`src/rtl/fp16_add_arbiter.sv`:
```
// fp16_add_arbiter: shares one pipelined add_fp16 unit among NUM_REQ requesters.
//
// Requesters hand over operand pairs with valid/ready. A round-robin arbiter grants at most one
// requester per cycle. The granted pair is registered onto add_a/add_b together with a one-cycle
// add_start strobe. A tag pipeline follows each operation through the adder's fixed latency, and
// the result is written into the originator's one-entry response buffer.
//
// Ports:
//   clk, rst           clock; synchronous active-high reset
//   req_valid/ready    per-requester request handshake (req_ready is one-hot or zero)
//   req_a, req_b       per-requester FP16 operands, packed NUM_REQ x 16
//   resp_valid/ready   per-requester response handshake
//   resp_data          per-requester FP16 result, packed NUM_REQ x 16
//   add_start          issue strobe to add_fp16
//   add_a, add_b       operands to add_fp16
//   add_out            result from add_fp16, valid ADD_LATENCY cycles after add_start
//   idle               nothing in flight and no response buffered
module fp16_add_arbiter #(
    parameter int unsigned NUM_REQ     = 4,
    parameter int unsigned ADD_LATENCY = 2
) (
    input  logic                   clk,
    input  logic                   rst,
    input  logic [NUM_REQ-1:0]     req_valid,
    output logic [NUM_REQ-1:0]     req_ready,
    input  logic [NUM_REQ*16-1:0]  req_a,
    input  logic [NUM_REQ*16-1:0]  req_b,
    output logic [NUM_REQ-1:0]     resp_valid,
    input  logic [NUM_REQ-1:0]     resp_ready,
    output logic [NUM_REQ*16-1:0]  resp_data,
    output logic                   add_start,
    output logic [15:0]            add_a,
    output logic [15:0]            add_b,
    input  logic [15:0]            add_out,
    output logic                   idle
);

    localparam int unsigned IdW = (NUM_REQ > 1) ? $clog2(NUM_REQ) : 1;

    logic [IdW-1:0]        rr_ptr_q;
    logic [NUM_REQ-1:0]    busy_q;
    logic [NUM_REQ-1:0]    resp_valid_q;
    logic [NUM_REQ*16-1:0] resp_data_q;
    logic                  add_start_q;
    logic [15:0]           add_a_q;
    logic [15:0]           add_b_q;
    logic [IdW-1:0]        issue_id_q;
    logic [ADD_LATENCY-1:0] tag_valid_q;
    logic [IdW-1:0]        tag_id_q [ADD_LATENCY];

    logic [NUM_REQ-1:0]    eligible;
    logic                  grant_valid;
    logic [IdW-1:0]        grant_id;
    logic [IdW-1:0]        rr_ptr_next;
    logic [15:0]           grant_a;
    logic [15:0]           grant_b;
    logic [NUM_REQ-1:0]    resp_hs;
    logic                  wb_valid;
    logic [IdW-1:0]        wb_id;

    // Holding eligibility low during reset keeps req_ready at zero while rst is high.
    assign eligible = req_valid & ~busy_q & {NUM_REQ{~rst}};

    // Round-robin search starting at rr_ptr; the first eligible requester wins.
    always_comb begin
        int unsigned idx;
        grant_valid = 1'b0;
        grant_id    = '0;
        rr_ptr_next = rr_ptr_q;
        grant_a     = '0;
        grant_b     = '0;
        idx         = 0;
        for (int unsigned k = 0; k < NUM_REQ; k++) begin
            idx = (int'(rr_ptr_q) + k) % NUM_REQ;
            if (!grant_valid && eligible[idx]) begin
                grant_valid = 1'b1;
                grant_id    = IdW'(idx);
                rr_ptr_next = IdW'((idx + 1) % NUM_REQ);
                grant_a     = req_a[idx*16 +: 16];
                grant_b     = req_b[idx*16 +: 16];
            end
        end
    end

    always_comb begin
        req_ready = '0;
        if (grant_valid) begin
            req_ready[grant_id] = 1'b1;
        end
    end

    assign resp_hs  = resp_valid_q & resp_ready;
    assign wb_valid = tag_valid_q[ADD_LATENCY-1];
    assign wb_id    = tag_id_q[ADD_LATENCY-1];

    always_ff @(posedge clk) begin
        if (rst) begin
            rr_ptr_q     <= '0;
            busy_q       <= '0;
            resp_valid_q <= '0;
            resp_data_q  <= '0;
            add_start_q  <= 1'b0;
            add_a_q      <= '0;
            add_b_q      <= '0;
            issue_id_q   <= '0;
            tag_valid_q  <= '0;
            for (int unsigned i = 0; i < ADD_LATENCY; i++) begin
                tag_id_q[i] <= '0;
            end
        end else begin
            // Issue stage: operands hold their last value when nothing is granted.
            add_start_q <= grant_valid;
            if (grant_valid) begin
                rr_ptr_q   <= rr_ptr_next;
                add_a_q    <= grant_a;
                add_b_q    <= grant_b;
                issue_id_q <= grant_id;
            end

            // Tag pipeline is loaded every cycle so back-to-back issues are tracked.
            tag_valid_q[0] <= add_start_q;
            tag_id_q[0]    <= issue_id_q;
            for (int unsigned i = 1; i < ADD_LATENCY; i++) begin
                tag_valid_q[i] <= tag_valid_q[i-1];
                tag_id_q[i]    <= tag_id_q[i-1];
            end

            // A grant needs busy low and a handshake needs busy high, so the two never collide
            // on the same requester; likewise writeback never targets a buffer being drained.
            busy_q <= (busy_q | req_ready) & ~resp_hs;

            for (int unsigned i = 0; i < NUM_REQ; i++) begin
                if (resp_hs[i]) begin
                    resp_valid_q[i] <= 1'b0;
                end
                if (wb_valid && (wb_id == IdW'(i))) begin
                    resp_valid_q[i]           <= 1'b1;
                    resp_data_q[i*16 +: 16]   <= add_out;
                end
            end
        end
    end

    assign resp_valid = resp_valid_q;
    assign resp_data  = resp_data_q;
    assign add_start  = add_start_q;
    assign add_a      = add_a_q;
    assign add_b      = add_b_q;
    assign idle       = ~(|tag_valid_q) & ~(|resp_valid_q) & ~add_start_q;

endmodule
```
`config.mk`:
```
export PLATFORM = sky130hd
export DESIGN_NAME = fp16_add_arbiter
export DESIGN_NICKNAME = d
export VERILOG_FILES = /design/src/rtl/fp16_add_arbiter.sv
export SDC_FILE = /design/constraint.sdc
export NUM_CORES = 1
export LEC_CHECK = 0
export CAP_MARGIN = 20
export CORE_ASPECT_RATIO = 0.8
export CORE_MARGIN = 10
export CORE_UTILIZATION = 51
export CTS_BUF_LIST = sky130_fd_sc_hd__clkbuf_2
export CTS_CLUSTER_DIAMETER = 100
export DETAILED_ROUTE_END_ITERATION = 7
export GPL_TIMING_DRIVEN = 0
export PLACE_DENSITY_LB_ADDON = 0.2
export REMOVE_ABC_BUFFERS = 1
export SETUP_SLACK_MARGIN = 0.2
export SLEW_MARGIN = 0
export SYNTH_ARGS = -nofsm -noshare
export SYNTH_HDL_FRONTEND = slang
export SYNTH_SLANG_ARGS = --single-unit
export TNS_END_PERCENT = 100
```
`constraint.sdc`:
```
create_clock -name clk -period 5.8 [get_ports clk]
set_clock_uncertainty 0.15 [all_clocks]
set_input_delay 1.16 -clock clk [delete_from_list [all_inputs] [get_ports clk]]
set_output_delay 1.16 -clock clk [all_outputs]
set_load 0.03 [all_outputs]
```
==> results of run 1 <==
[per-layer routing]
layer  share of wire (%)  track usage [%]  up-vias
li1                    -                -     4183
met1                  41             31.7     4155
met2                  47             37.8      373
met3                  10             6.29       42
met4                 1.8             6.39        0
met5                   0                0        -
[worst paths after layout]
check / startpoint / endpoint / cells past startpoint
min: resp_data[60] / resp_data[60] / 2
max: req_valid[0] / req_ready[1] / 7
min reg2reg: resp_data[60] / resp_data[60] / 2
max reg2reg: rr_ptr_q[1] / add_a[14] / 8
[worst reg2reg max path, stage by stage, from the launching register on]
cell and delay [ns]:
sky130_fd_sc_hd__dfxtp_4 0.89, sky130_fd_sc_hd__buf_16 0.36, sky130_fd_sc_hd__buf_16 0.35, sky130_fd_sc_hd__xor2_1 0.33
sky130_fd_sc_hd__o21a_2 0.47, sky130_fd_sc_hd__a22oi_2 0.16, sky130_fd_sc_hd__or3_1 0.45, sky130_fd_sc_hd__o221a_2 0.27
sky130_fd_sc_hd__o211ai_1 0.19
[stage by stage]
stage / setup slack [ns] / cells / hold slack (ns)
6_report: 0.364 / 1433 / 0.317
4_1_cts: 0.208 / 1433 / 0.318
5_1_grt: 0.212 / 1433 / 0.331
3_5_place_dp: 0.227 / 1402 / 0.283
2_1_floorplan: -2.82 / 907 / 0.264
3_3_place_gp: -5.46 / 1386 / 0.277
[power by group through the flow]
stage                     clock (W)  sequential, W  combinational [W]
after global placement            0        0.00134            0.00260
final                      0.000690        0.00110            0.00267
after floorplan                   0        0.00147            0.00169
after global routing       0.000725        0.00113            0.00288
after CTS                  0.000697        0.00110            0.00266
after detailed placement          0        0.00112            0.00265
[registers in the layout (all words and copies together), names as in the netlist]
register / count
resp_valid: 4
tag_id_q: 4
resp_data: 64
tag_valid_q: 2
add_b: 16
add_start: 1
rr_ptr_q: 2
add_a: 16
busy_q: 4
issue_id_q: 2
[synthesized netlist by cell type (all sizes together), types with 8 or more instances]
cell type | n | area share [%]
a32oi | 8 | 0.82
mux2 | 15 | 2.0
dfxtp | 115 | 27
nor2b | 24 | 1.8
a21boi | 12 | 1.1
o211ai | 29 | 2.7
a31oi | 23 | 1.7
o21ai | 75 | 4.4
a211oi | 15 | 1.3
o221ai | 15 | 2.3
nand2 | 190 | 8.4
nand3 | 42 | 2.5
mux4 | 65 | 17
buf | 50 | 3.2
o21a | 8 | 0.73
inv | 8 | 0.35
clkbuf | 50 | 2.2
nand2b | 10 | 0.73
a22oi | 13 | 1.2
nor2 | 27 | 1.2
a21oi | 109 | 6.5
mux2i | 40 | 4.7
[cells by family (layout without fill, tap and decap cells)]
logic type                count (synthesis)  in the layout  synth area share (%)
and+or+nand+nor                         332            332                  18.2
AOI/OAI and AO/OA                       329            329                  24.9
muxes                                   120            120                  23.8
DFF                                     115            115                  27.0
buffers and inverters                   108            314                  5.74
xor gates and xnor gates                  3              3                 0.308
[layout make-up]
class,instances,share of cell area (%)
Clock inverter,14,1.97
Tap cell,220,2.38
Timing Repair Buffer,275,24.7
Multi-Input combinational cell,784,50.0
Sequential cell,115,20.0
Inverter,8,0.260
Clock buffer,17,0.736
==> parameters.txt, run 1 <==
Parameter                              Value

Status
  Run status    finished clean

Power
  Maximum vdd ir drop    around 0.29 mV
  Psw    around 0.002 W
  Pwr Total    0.00446 W
  Switching part of the total power    43.6%
  Power share of the combinational group    59.8%
  Leak Pwr    3.94 nW
  Power per standard cell area    386 nW/um2
  Clock group share of total power    15.5%
  Part of the power in registers    24.7%
  Total internal power    0.00252 W

Drt
  Detailed Routing Iterations Pass 1    5
  Vias per inst    between 6 and 7
  Detailed-route DRC error count    0
  Avg WL per Cell    19.7 um
  Final ANT Viol Nets    0
  Count of routing violations after the opening detailed-route iteration    863
  Overall routed net length    28300 um
  Via count of the routed design    8753

Timing
  Slew headroom    29.0%
  Slew at the pin closest to its max-slew limit    1.07 ns
  Setup TNS after final layout    0 ns
  Fmax    184 MHz
  Count of final setup violators    0
  Final Max Tran Viols    0
  Tmin final    about 5.4 ns
  RSZ-0062 raised after global routing    no
  Number of hold-slack violations in the final timing report    0
  Post-route clock period utilization    93.7%

CTS
  Sinks on the clock net    115
  Clock Path Buffers    2
  Cts bufs inserted    17
  Clock tree from TritonCTS    done
  Clock Latency Late Sink    0.66 ns
  Gates resized, CTS repair    0
  Clock tree root driver cell    sky130_fd_sc_hd__clkbuf_2
  Number of H-tree branching levels    4
  Clock-pin slew on the worst setup and hold paths    roughly 0.19 ns
  Number of post-CTS setup repair buffers    0
  Post-CTS Hold Buffers    0

Synth
  Number of storage elements in the synthesis netlist    115
  Leading register cell type out of synthesis    sky130_fd_sc_hd__dfxtp_1
  Async set-or-reset flop fraction in the synthesized netlist    0%
  YS warnings    0
  Mean instance size in the synthesized netlist    8.48 um2
  Number of synthesized flops with an enable pin    0
  Share of synthesized area occupied by flip-flops and latches    27.0%
  Synth Cell Area    between 8000 and 9000 um2
  Synthesized netlist cell count    1007
  Number of distinct library cells after synthesis    67

Die
  Die height    136 um
  Row count    42
  Core Region    16500 um2
  Die X-Extent    165 um
  IO Count    260
  Area of the die    22300 um2
  Initial Util    51.7%

Place
  RD Place Congestion    0.837
  Final HPWL DP    approximately 20000 um
  Placed Instance Area    11200 um2
  Number of buffers inserted by port buffering    about 260

Global routing
  Grt total ovfl    0
  Via count of the first global-routing pass    8022
  Overall routing resource usage    23.9%
  Initial antenna violation count    0
  Pin count of the biggest net entering global routing    just over 80
  Wire length of the first global-routing pass    43300 um

Setup path
  Slowest cell delay on critical path    0.88 ns
  Slowest-stage cell, CP    sky130_fd_sc_hd__a21oi_2
  Worst R2R Setup Slack    2.10 ns
  Top Family by Delay on Critical Path    compound AO/OA/AOI/OAI gates
  Cell chain of the critical path    clkdlybuf4s50_1, or3b_1, a21oi_2, a21oi_1, o21ai_0, nor3_1, clkdlybuf4s50_1
  Buf/Inv on CP    2
  Startpoint type of the worst setup path    input port
  Data required time at the worst endpoint    4.49 ns
  Type of the worst setup path    in2out
  Arrival time at the worst endpoint    4.13 ns
  Highest net fanout along the worst path    18
  Kind of capture point of the worst setup path    output pin
  CP dominant cell by count    sky130_fd_sc_hd__clkdlybuf4s50_1

Final layout
  Final nets    1355
  Most common library cell in the layout ignoring fill and taps    sky130_fd_sc_hd__clkdlybuf4s50_1
  Area of combinational cells with multiple inputs    5780 um2
  Ratio of cells with drive above 1 in the final layout    13.6%
  Utilization after layout    70.1%
  Layout overhead on the synthesized area    35.4%
  Layout filler cell count    1369
  Register cell area after layout    approximately 2300 um2
  Top library cells by usage in the layout, fill and taps aside    sky130_fd_sc_hd__clkdlybuf4s50_1 (258), sky130_fd_sc_hd__nand2_1 (189), sky130_fd_sc_hd__dfxtp_1 (113)
  Number of antenna cells inserted    0
  Final cell area excluding filler cells    11600 um2

Job
  Number of max-capacitance violations reported    0

Worst hold path
  Worst Hold Class    reg2reg
Note: power is estimated with default switching activity, not from simulation.
==> run 2: changes to the inputs <==
--- a/config.mk
+++ b/config.mk
@@ -5,6 +5,7 @@
 export SDC_FILE = /design/constraint.sdc
 export NUM_CORES = 1
 export LEC_CHECK = 0
+export ABC_AREA = 1
 export CAP_MARGIN = 20
 export CORE_ASPECT_RATIO = 0.8
 export CORE_MARGIN = 10
==> run 2 against run 1 <==
Effect of this change:
- the flow now finishes with violations (design-rule violations)
- synthesized cell count increased by 34%
- fmax grew 2.5%
- sequential share of layout area is 1.3 points higher
- first-iteration DRC count fell by 10%
- register-to-register slack better by 0.22 ns
- sequential power is essentially flat
- final area is 6.4% lower
- non-clock buffer count increased by 1
- largest power group unchanged
==> parameters.txt, run 2 <==
Parameter                              Value

Status
  Run status    complete, but fails checks
  Failing checks    design-rule violations

Synth
  Post-synthesis share of cell area spent on full adders, half adders and majority gates    0% (unchanged)
  Async set-or-reset flop fraction in the synthesized netlist    0% (unchanged)
  Synth Cell Area    7840 um2 (-8.2%)
  Synthesized-area fraction occupied by ao, oa, aoi and oai cells    25.2% (+0.25 points)
  Area share of the largest cell type after synthesis    29.4% (+2.4 points)
  Leading post-synthesis cells by cell area    sky130_fd_sc_hd__dfxtp_1 (29%), sky130_fd_sc_hd__nand2_1 (22%), sky130_fd_sc_hd__o21ai_0 (16%)
  Main combinational cell family by area after synthesis    simple AND/OR/NAND/NOR gates
  Number of storage elements in the synthesis netlist    115 (unchanged)
  Mean instance size in the synthesized netlist    5.79 um2 (-32%)
  Leading post-synthesis cells by instance count    sky130_fd_sc_hd__nand2_1 (463), sky130_fd_sc_hd__o21ai_0 (256), sky130_fd_sc_hd__inv_1 (121)
  Synthesized netlist cell count    1354 (+34%)
  Count leader, synth    sky130_fd_sc_hd__nand2_1
  Xor and xnor fraction of the mapped netlist area    0% (-0.31 points)
  Multiplexer share of the synthesized area    0.383% (-23 points)
  Leading register cell type out of synthesis    sky130_fd_sc_hd__dfxtp_1
  YS warnings    0 (unchanged)
  Cell taking the most area after synthesis    sky130_fd_sc_hd__dfxtp_1
  Number of synthesized flops with an enable pin    0 (unchanged)
  Fraction of the mapped netlist area in simple logic gates    32.9% (+15 points)
  Share of synthesized area occupied by flip-flops and latches    29.4% (+2.4 points)
  Number of distinct library cells after synthesis    34 (-49%)

Timing
  Fmax    188 MHz (+2.5%)
  RSZ-0062 raised after global routing    no
  Number of hold-slack violations in the final timing report    0 (unchanged)
  Count of final setup violators    0 (unchanged)
  Slew headroom    35.8% (+6.8 points)
  Final Max Tran Viols    0 (unchanged)
  Slew at the pin closest to its max-slew limit    0.961 ns (-0.104 ns)
  Tmin final    5.31 ns (-0.130 ns)
  Worst Hold Margin    0.268 ns (-0.0491 ns)
  Post-route clock period utilization    91.5% (-2.2 points)

CTS
  Number of H-tree branching levels    4 (unchanged)
  Clock Latency Late Sink    0.69 ns (+0.03 ns)
  Post-CTS Hold Buffers    0 (unchanged)
  Sinks on the clock net    115 (unchanged)
  Clock tree from TritonCTS    done
  Cts bufs inserted    17 (unchanged)
  Clock Path Buffers    2 (unchanged)
  Clock-pin slew on the worst setup and hold paths    0.20 ns (about the same)
  Clock tree root driver cell    sky130_fd_sc_hd__clkbuf_2

Power
  Power per standard cell area    486 nW/um2 (+26%)
  Clock group share of total power    11.5% (-4.0 points)
  Part of the power in registers    20.5% (-4.2 points)
  Psw    0.00281 W (+44%)
  Power share of the combinational group    68.0% (+8.2 points)
  Total internal power    0.00245 W (-2.8%)
  Leak Pwr    4.64 nW (+18%)
  Maximum vdd ir drop    0.362 mV (+27%)
  Switching part of the total power    53.4% (+9.8 points)

Final layout
  Top library cells by usage in the layout, fill and taps aside    sky130_fd_sc_hd__nand2_1 (462), sky130_fd_sc_hd__clkdlybuf4s50_1 (258), sky130_fd_sc_hd__o21ai_0 (256)
  Final nets    1711 (+26%)
  Utilization after layout    71.9% (+1.8 points)
  Non-Filler Instances    1783 (+24%)
  Most common library cell in the layout ignoring fill and taps    sky130_fd_sc_hd__nand2_1
  Layout overhead on the synthesized area    38.1%
  Area of combinational cells with multiple inputs    4610 um2 (-20%)
  Layout filler cell count    1302 (-4.9%)
  Ratio of cells with drive above 1 in the final layout    5.35% (-8.2 points)
  Register cell area after layout    2310 um2 (-0.11%)
  Number of flip-flops under the largest register name    64 (unchanged)

Drt
  Avg WL per Cell    15.8 um (-20%)
  Overall routed net length    28100 um (-0.60%)
  Count of routing violations after the opening detailed-route iteration    773 (-10%)
  Via count of the routed design    9399 (+7.4%)
  Detailed-route DRC error count    3 (+3)
  Vias per inst    5.27 (-14%)
  Final ANT Viol Nets    0 (unchanged)
  Detailed Routing Iterations Pass 1    8 (+3)

Worst hold path
  Worst Hold Class    reg2reg
  End point of the worst hold path    tag_id_q[0][0]
  Hold Crit Depth    2 (unchanged)
  Origin of the worst min-delay path    issue_id_q[0]

Setup path
  Reg-to-Reg Start    rr_ptr_q[0]
  Type of the worst setup path    reg2out
  Worst R2R Setup Slack    2.32 ns (+0.22 ns)
  Highest net fanout along the worst path    73 (+55)
  Kind of capture point of the worst setup path    output pin
  Reg2Reg Capture Point    add_a[5]
  Depth of the most critical reg-to-reg path    12 (+4)
  Slowest cell delay on critical path    0.69 ns (-0.19 ns)
  Cell chain of the critical path    inv_8, nand2_1, nand2_4, buf_12, nand3_2, nand2_2, nor2_4, nor2_2, nand2_1, nand2_2, nand3_1, inv_1, clkdlybuf4s50_1
  Startpoint type of the worst setup path    register
  Data required time at the worst endpoint    4.49 ns (about the same)
  Arrival time at the worst endpoint    4.00 ns (-0.13 ns)
  Slowest-stage cell, CP    sky130_fd_sc_hd__clkdlybuf4s50_1
  Top Family by Delay on Critical Path    buffers and inverters
  Buf/Inv on CP    4 (+2)

Place
  Number of buffers inserted by port buffering    259 (unchanged)
  RD Place Congestion    0.832 (-0.60%)
  Post-placement cell count    1739 (+24%)
  Final HPWL DP    18900 um (-6.1%)

Global routing
  Via count of the first global-routing pass    8605 (+7.3%)
  Overall routing resource usage    25.8% (+1.9 points)
  Pin count of the biggest net entering global routing    91 (+12%)
  Grt total ovfl    0 (unchanged)
  Initial antenna violation count    4 (+4)
  Wire length of the first global-routing pass    43000 um (-0.78%)

Die
  Die X-Extent    159 um (-3.7%)
  IO Count    260 (unchanged)
  Initial Util    52.1% (+0.31 points)
  Die height    131 um (-3.6%)
  Core Region    15100 um2 (-8.7%)
  Row count    40 (-4.8%)
  Area of the die    20800 um2 (-7.1%)

Job
  Number of max-capacitance violations reported    0 (unchanged)
run 2: worst max path at each step:
stage | startpoint | endpoint | slack [ns] | depth (start not counted)
CTS | rr_ptr_q[1] | req_ready[0] | 0.26 | 13
finish | rr_ptr_q[0] | req_ready[0] | 0.49 | 13
floorplan | rr_ptr_q[0] | req_ready[1] | -1.71 | 10
detailed placement | rst | req_ready[1] | 0.04 | 13
global placement | rr_ptr_q[0] | req_ready[1] | -4.92 | 11
global route | rr_ptr_q[0] | req_ready[0] | 0.23 | 13
run 2: tightest hold or removal path, delay by kind of cell, from the launching register on:
family                 cells  cell delay [ns]
and+or+nand+nor            1             0.03
buffers and inverters      1             0.05
DFF                        1             0.35
run 2: power groups by stage:
stage                     sequential [W]  combinational [W]  clock, W
after floorplan                  0.00140            0.00197         0
after global placement           0.00123            0.00316         0
after detailed placement         0.00114            0.00334         0
after CTS                        0.00108            0.00349  0.000608
after global routing             0.00110            0.00396  0.000641
final                            0.00108            0.00357  0.000603
run 2: layout make-up:
type                            count  share of cell area [%]
Clock buffer                       17                   0.786
Multi-Input combinational cell   1017                    42.6
Timing Repair Buffer              276                    26.5
Clock inverter                     14                    1.64
Inverter                          130                    4.62
Antenna cell                        4                  0.0925
Sequential cell                   115                    21.3
Tap cell                          210                    2.43
run 2: cells by family after synthesis:
kind of cell           Yosys count
buffers and inverters          224
and+or+nand+nor                636
muxes                            3
DFF                            115
AOI/OAI and AO/OA              376
run 2: what timing repair did:
item                       CTS  global route
buffers inserted             2             4
pin swaps                    2             2
gates cloned                 2             0
setup endpoints to repair    4             4
gates resized for setup      3             1
run 2: routing by layer:
metal	track usage [%]	up-vias	wire, um
met2	42.3	409	12900
met1	30.9	4155	11400
met4	10.2	2	807
li1	-	4776	-
met3	8.10	57	2970
met5	0	-	8
run 2: through the flow:
stage | worst slack [ns] | cell area, um2 | TNS (ns) | total power [W]
final | 0.494 | 10800 | 0 | 0.00526
after global routing | 0.230 | 10800 | 0 | 0.00570
after CTS | 0.260 | 10800 | 0 | 0.00517
after detailed placement | 0.0377 | 10400 | 0 | 0.00448
after global placement | -4.92 | 10200 | -138.76 | 0.00439
after floorplan | -1.71 | 7380 | -16.07 | 0.00336
==> run 3: changes to the inputs <==
--- a/config.mk
+++ b/config.mk
@@ -6,6 +6,7 @@
 export NUM_CORES = 1
 export LEC_CHECK = 0
 export ABC_AREA = 1
+export ABC_CLOCK_PERIOD_IN_PS = 5800
 export CAP_MARGIN = 20
 export CORE_ASPECT_RATIO = 0.8
 export CORE_MARGIN = 10
==> results of run 3 <==
Final layout, timing and power as in run 2 (identical DEF).
